## config.mk

```make
export PLATFORM = sky130hd
export DESIGN_NAME = branch_flag_ctrl
export DESIGN_NICKNAME = d
export VERILOG_FILES = /design/src/rtl/branch_flag_ctrl_pkg.sv /design/src/rtl/branch_flag_ctrl_zero_detect64.sv /design/src/rtl/branch_flag_ctrl.sv
export SDC_FILE = /design/constraint.sdc
export NUM_CORES = 1
export LEC_CHECK = 0
export ABC_AREA = 1
export BUFFER_PORTS_ARGS = -buffer_cell sky130_fd_sc_hd__buf_2
export CAP_MARGIN = 20
export CORE_ASPECT_RATIO = 0.5
export CORE_MARGIN = 3
export CORE_UTILIZATION = 37
export CTS_CLUSTER_SIZE = 30
export DETAILED_ROUTE_END_ITERATION = 7
export GPL_ROUTABILITY_DRIVEN = 0
export PLACE_DENSITY = 0.89
export SETUP_SLACK_MARGIN = 0.05
export SLEW_MARGIN = 20
export SYNTH_ARGS = -nofsm -noshare
export SYNTH_HDL_FRONTEND = slang
export SYNTH_HIERARCHICAL = 1
export SYNTH_SLANG_ARGS = --single-unit
```

## constraint.sdc

```tcl
create_clock -name clk -period 1.7 [get_ports clk]
set_clock_uncertainty 0.1 [all_clocks]
set_input_delay 0.34 -clock clk [delete_from_list [all_inputs] [get_ports clk]]
set_output_delay 0.34 -clock clk [all_outputs]
set_load 0.01 [all_outputs]
```

## src/rtl/branch_flag_ctrl_pkg.sv

```systemverilog
// Shared types, flag indices and the condition-code evaluator for the branch/flag controller.
package pipe_ctrl_pkg;

  localparam int unsigned FLAGS_W = 4;
  localparam int unsigned FLAG_N  = 3;
  localparam int unsigned FLAG_Z  = 2;
  localparam int unsigned FLAG_V  = 1;
  localparam int unsigned FLAG_C  = 0;

  typedef enum logic [1:0] {
    BR_NONE = 2'b00,
    BR_B    = 2'b01,
    BR_CBZ  = 2'b10,
    BR_COND = 2'b11
  } br_type_e;

  typedef enum logic [3:0] {
    COND_EQ, COND_NE, COND_HS, COND_LO,
    COND_MI, COND_PL, COND_VS, COND_VC,
    COND_HI, COND_LS, COND_GE, COND_LT,
    COND_GT, COND_LE, COND_AL, COND_NV
  } cond_e;

  typedef enum logic [1:0] {
    IDLE,
    WAIT_FLAGS,
    WAIT_OPND
  } bfc_state_e;

  // Evaluate a B.cond condition against an {N,Z,V,C} flag vector; AL and NV both mean always.
  function automatic logic cond_eval(input logic [FLAGS_W-1:0] flags, input cond_e cond);
    logic n, z, v, c, res;
    n   = flags[FLAG_N];
    z   = flags[FLAG_Z];
    v   = flags[FLAG_V];
    c   = flags[FLAG_C];
    res = 1'b1;
    case (cond)
      COND_EQ: res = z;
      COND_NE: res = !z;
      COND_HS: res = c;
      COND_LO: res = !c;
      COND_MI: res = n;
      COND_PL: res = !n;
      COND_VS: res = v;
      COND_VC: res = !v;
      COND_HI: res = c && !z;
      COND_LS: res = !(c && !z);
      COND_GE: res = (n == v);
      COND_LT: res = (n != v);
      COND_GT: res = !z && (n == v);
      COND_LE: res = !(!z && (n == v));
      COND_AL: res = 1'b1;
      COND_NV: res = 1'b1;
    endcase
    return res;
  endfunction

endpackage

```

## src/rtl/branch_flag_ctrl_zero_detect64.sv

```systemverilog
// Wide zero detector: asserts zero_o when every bit of data_i is clear.
module zero_detect64 #(
  parameter int unsigned WIDTH = 64
) (
  input  logic [WIDTH-1:0] data_i,
  output logic             zero_o
);

  // Reduction NOR over the full operand.
  assign zero_o = ~|data_i;

endmodule

```

## src/rtl/branch_flag_ctrl.sv

```systemverilog
// Branch resolution and NZVC flag control for ID/EX: flag register, hazard stall FSM,
// registered taken/flush pulse and a sticky stall-timeout error.
module branch_flag_ctrl
  import pipe_ctrl_pkg::*;
#(
  parameter int unsigned WIDTH     = 64,
  parameter int unsigned MAX_STALL = 15
) (
  input  logic               clk,
  input  logic               reset_n,
  input  logic               ex_valid,
  input  logic               ex_set_flags,
  input  logic [WIDTH-1:0]   ex_result,
  input  logic               ex_negative,
  input  logic               ex_overflow,
  input  logic               ex_carry,
  input  logic               id_valid,
  input  logic [1:0]         id_br_type,
  input  logic [3:0]         id_cond,
  input  logic [WIDTH-1:0]   id_operand,
  input  logic               id_operand_ready,
  output logic               stall,
  output logic               br_taken,
  output logic               flush,
  output logic [FLAGS_W-1:0] flags_q,
  output logic               stall_err
);

  localparam int unsigned CNT_W = $clog2(MAX_STALL + 1);

  bfc_state_e               state_q, state_d;
  logic [FLAGS_W-1:0]       flags_d;
  logic                     br_taken_q, br_taken_d;
  logic [CNT_W-1:0]         stall_cnt_q, stall_cnt_d;
  logic                     stall_err_q, stall_err_d;
  logic                     ex_zero, opnd_zero;
  logic                     flag_wr, br, resolve, taken, stall_raw;
  br_type_e                 br_type;

  zero_detect64 #(.WIDTH(WIDTH)) u_zd_ex   (.data_i(ex_result),  .zero_o(ex_zero));
  zero_detect64 #(.WIDTH(WIDTH)) u_zd_opnd (.data_i(id_operand), .zero_o(opnd_zero));

  assign br_type = br_type_e'(id_br_type);
  assign flag_wr = ex_valid && ex_set_flags;
  // An ID instruction seen during the flush cycle is already squashed.
  assign br      = id_valid && !br_taken_q && (br_type != BR_NONE);

  // Branch outcome from the current ID instruction and the committed flags.
  always_comb begin
    taken = 1'b0;
    case (br_type)
      BR_B:    taken = 1'b1;
      BR_CBZ:  taken = opnd_zero;
      BR_COND: taken = cond_eval(flags_q, cond_e'(id_cond));
      default: taken = 1'b0;
    endcase
  end

  // Hazard FSM next-state, stall and resolve decisions.
  always_comb begin
    state_d   = state_q;
    stall_raw = 1'b0;
    resolve   = 1'b0;
    case (state_q)
      IDLE: begin
        if (br) begin
          if (br_type == BR_COND && flag_wr) begin
            state_d   = WAIT_FLAGS;
            stall_raw = 1'b1;
          end else if (br_type == BR_CBZ && !id_operand_ready) begin
            state_d   = WAIT_OPND;
            stall_raw = 1'b1;
          end else begin
            resolve = 1'b1;
          end
        end
      end
      WAIT_FLAGS: begin
        state_d = IDLE;
        resolve = br;
      end
      WAIT_OPND: begin
        if (!br) begin
          state_d = IDLE;
        end else if (!id_operand_ready) begin
          stall_raw = 1'b1;
        end else begin
          state_d = IDLE;
          resolve = 1'b1;
        end
      end
      default: state_d = IDLE;
    endcase
  end

  // Stall is forced low while reset is asserted.
  assign stall = stall_raw && reset_n;

  // Flag capture, pulse generation and stall-length tracking.
  always_comb begin
    flags_d     = flags_q;
    stall_cnt_d = '0;
    br_taken_d  = resolve && taken;
    stall_err_d = stall_err_q;
    if (flag_wr) begin
      flags_d = {ex_negative, ex_zero, ex_overflow, ex_carry};
    end
    if (stall) begin
      stall_cnt_d = (stall_cnt_q == CNT_W'(MAX_STALL)) ? stall_cnt_q : stall_cnt_q + CNT_W'(1);
      if (stall_cnt_q == CNT_W'(MAX_STALL)) begin
        stall_err_d = 1'b1;
      end
    end
  end

  // State and output registers.
  always_ff @(posedge clk or negedge reset_n) begin
    if (!reset_n) begin
      state_q     <= IDLE;
      flags_q     <= '0;
      br_taken_q  <= 1'b0;
      stall_cnt_q <= '0;
      stall_err_q <= 1'b0;
    end else begin
      state_q     <= state_d;
      flags_q     <= flags_d;
      br_taken_q  <= br_taken_d;
      stall_cnt_q <= stall_cnt_d;
      stall_err_q <= stall_err_d;
    end
  end

  assign br_taken  = br_taken_q;
  assign flush     = br_taken_q;
  assign stall_err = stall_err_q;

endmodule
```

==> results.json <==
{
  "outcome": "finished, final reports clean",
  "grt_usage_pct": 17.4,
  "die_h_um": 51.6,
  "crit-reg2reg-launch": "state_q[0]$_DFFE_PN0P_",
  "numCtsBuffers": 3,
  "ios": 151,
  "crit_type": "flop to output port",
  "arrival_ps": 1200,
  "dp_slack_ps": 84.9,
  "ys_seq_area_share_pct": 19.5,
  "ys.flop_type": "dfrtp_1",
  "async_flop_share_pct": 100,
  "syn_area_per_cell_um2": 5.52,
  "yosys.area.top_type_share_pct": 19.5,
  "worst_ep_required_time_ps": 1260,
  "max_freq_mhz": 611,
  "drt-initial-drc-count": 64,
  "grt_pass1_wl_um": 7480,
  "vias_per_cell": 4.44,
  "end_kind": "output port",
  "finalNonFillerCells": 490,
  "dp_hpwl_um": 4070,
  "drc_errors": 0,
  "cp-startpoint": "state_q[0]$_DFFE_PN0P_",
  "antennaDiodeCount": 0,
  "routed_wirelength_um": 4670,
  "fin_nets": 584,
  "final-setup-viol-count": 0,
  "globalRouteOverflowTotal": 0,
  "final_common_cell": "buf_2",
  "hp-class": "input pin to flop",
  "vias": 2175,
  "io_buffers": 150,
  "vdd.ir_drop.worst_uv": 264,
  "multi_input_area_um2": 997,
  "drive_gt1_share_pct": 42.6,
  "synth_edf_count": 0,
  "yosys_warnings": 6,
  "final_cell_mix": "149 x buf_2, 79 x nor2_1, 64 x nand2_1",
  "area_growth_pct": 60.0,
  "final_antenna_net_count": 0,
  "synth_top_area_cell": "dfrtp_1",
  "tightest_slew_ps": 406,
  "worstSetupStartpointType": "flop",
  "cts_tree": "built",
  "cts.sinks": 12,
  "grt_pass1_vias": 1968,
  "slew_headroom_pct": 72.8,
  "netlist-cell-type-count": 30,
  "worstHoldStart": "ex_carry",
  "ys_seq_elements": 12,
  "syn_area_um2": 1540,
  "cts_buffer_depth": 2,
  "grt_max_degree": 13,
  "die_w_um": 97.2,
  "regArea_um2": 300,
  "hold_viol_final": 0,
  "fin_tns_setup_ps": 0,
  "synth_cells": 279,
  "clkLatencyLatePin_ps": 240,
  "cp_max_fo": 3,
  "drv_cap": 0,
  "coreArea_um2": 3700,
  "routedWlPerCell_um": 9.52,
  "layout_setup_ws_ps": 62.7,
  "cts_max_level": 1,
  "fill_cells": 336,
  "synthTopCellsByArea": "dfrtp_1 19%, nor2_1 19%, nand2_1 16%",
  "antenna_found_initial": 0,
  "dieArea_um2": 5020,
  "period_needed_ps": 1640,
  "syn-num-nets": 423,
  "rows": 15,
  "clkSlewWorstSetupHoldPaths_ps": 60,
  "holdWs_ps": 249,
  "ctsRootBufferMaster": "clkbuf_8",
  "cellPowerDensity_nw_per_um2": 415,
  "p_leak_nw": 1.56,
  "final_max_slew_viol_count": 0,
  "min_period_over_period_pct": 96.3,
  "dr.pass1.iters": 4,
  "initial_core_util_pct": 41.7,
  "grt_setup_unrepaired": "true",
  "dpl.cell_count": 480
}
## final timing paths
path,to,slack [ps],depth (start not counted)
hold reg to reg,stall_err$_DFFE_PN0P_,360,2
min in group asynchronous,stall_cnt_q[1]$_DFFE_PN0N_,490,3
max in group asynchronous,stall_cnt_q[2]$_DFFE_PN0N_,860,3
hold / removal,flags_q[0]$_DFFE_PN0N_,250,3
setup / recovery,stall,60,4
setup reg to reg,stall_cnt_q[1]$_DFFE_PN0N_,210,8
## worst max-delay path, cell delays in order, from the launching register on
cell and delay (ps):
dfrtp_1 420, nor3_4 270, a21oi_4 80, nor2_8 90, buf_6 100
## state kept, by name, indices dropped and copies added, names as in the netlist
name / cells
stall_err: 1
state_q: 2
br_taken: 1
stall_cnt_q: 4
flags_q: 4
## stage by stage
step | cell area (um^2) | total power (W) | util, %
detailed placement | 2350 | 0.000704 | 63.6
global route | 2460 | 0.00109 | 66.7
finish | 2460 | 0.00102 | 66.7
CTS | 2440 | 0.00102 | 66.1
global placement | 2350 | 0.000696 | 63.6
floorplan | 1540 | 0.000491 | -
## layer usage
metal  part of all wire [%]  up-vias  routed length (um)  GRT usage, %
li1                       -     1153                   -             -
met1                     38      918                1760          17.8
met2                     52       98                2430          37.1
met3                    9.3        6                 433          3.35
met4                   0.90        0                  42          4.14
met5                      0        -                   0             0
## synth_stat cells, types with 3 or more instances
library cell	count
dfrtp_1	12
and2_1	6
nand4_1	6
inv_2	4
a21oi_1	5
nor2_2	5
nor2_1	80
nand2_1	65
inv_1	56
nand3_1	13
nand2_4	3
## power breakdown
part | total [W] | internal (W) | switching, W
Combinational | 0.000395 | 0.000203 | 0.000192
Clock | 0.000311 | 0.000204 | 0.000106
Sequential | 0.000317 | 0.000301 | 0.0000162
## layout make-up
type                            instances  area share, %
Multi-Input combinational cell        204           40.5
Inverter                               61           9.29
Tap cell                               51           2.59
Sequential cell                        12           12.2
Timing Repair Buffer                  158           33.2
Clock buffer                            4           2.23
## timing repair
item                                    4_1_cts  5_1_grt
cloned                                        0        0
hold buffers                                  1        0
gates resized for setup                       3        0
endpoints found under the setup margin        1        1
pin swaps                                     2        2
buffers inserted                              2        3
hold endpoints to repair                     12        0
## cells by family after synthesis
group           after synthesis  synth area share, %
simple gates                187                 55.4
buf+inv                      63                 16.1
compound gates               14                 7.07
flops                        12                 19.5
xor+xnor                      2                 1.14
fa+ha+maj                     1                0.812
No activity file was read; power rests on OpenSTA's default activity.
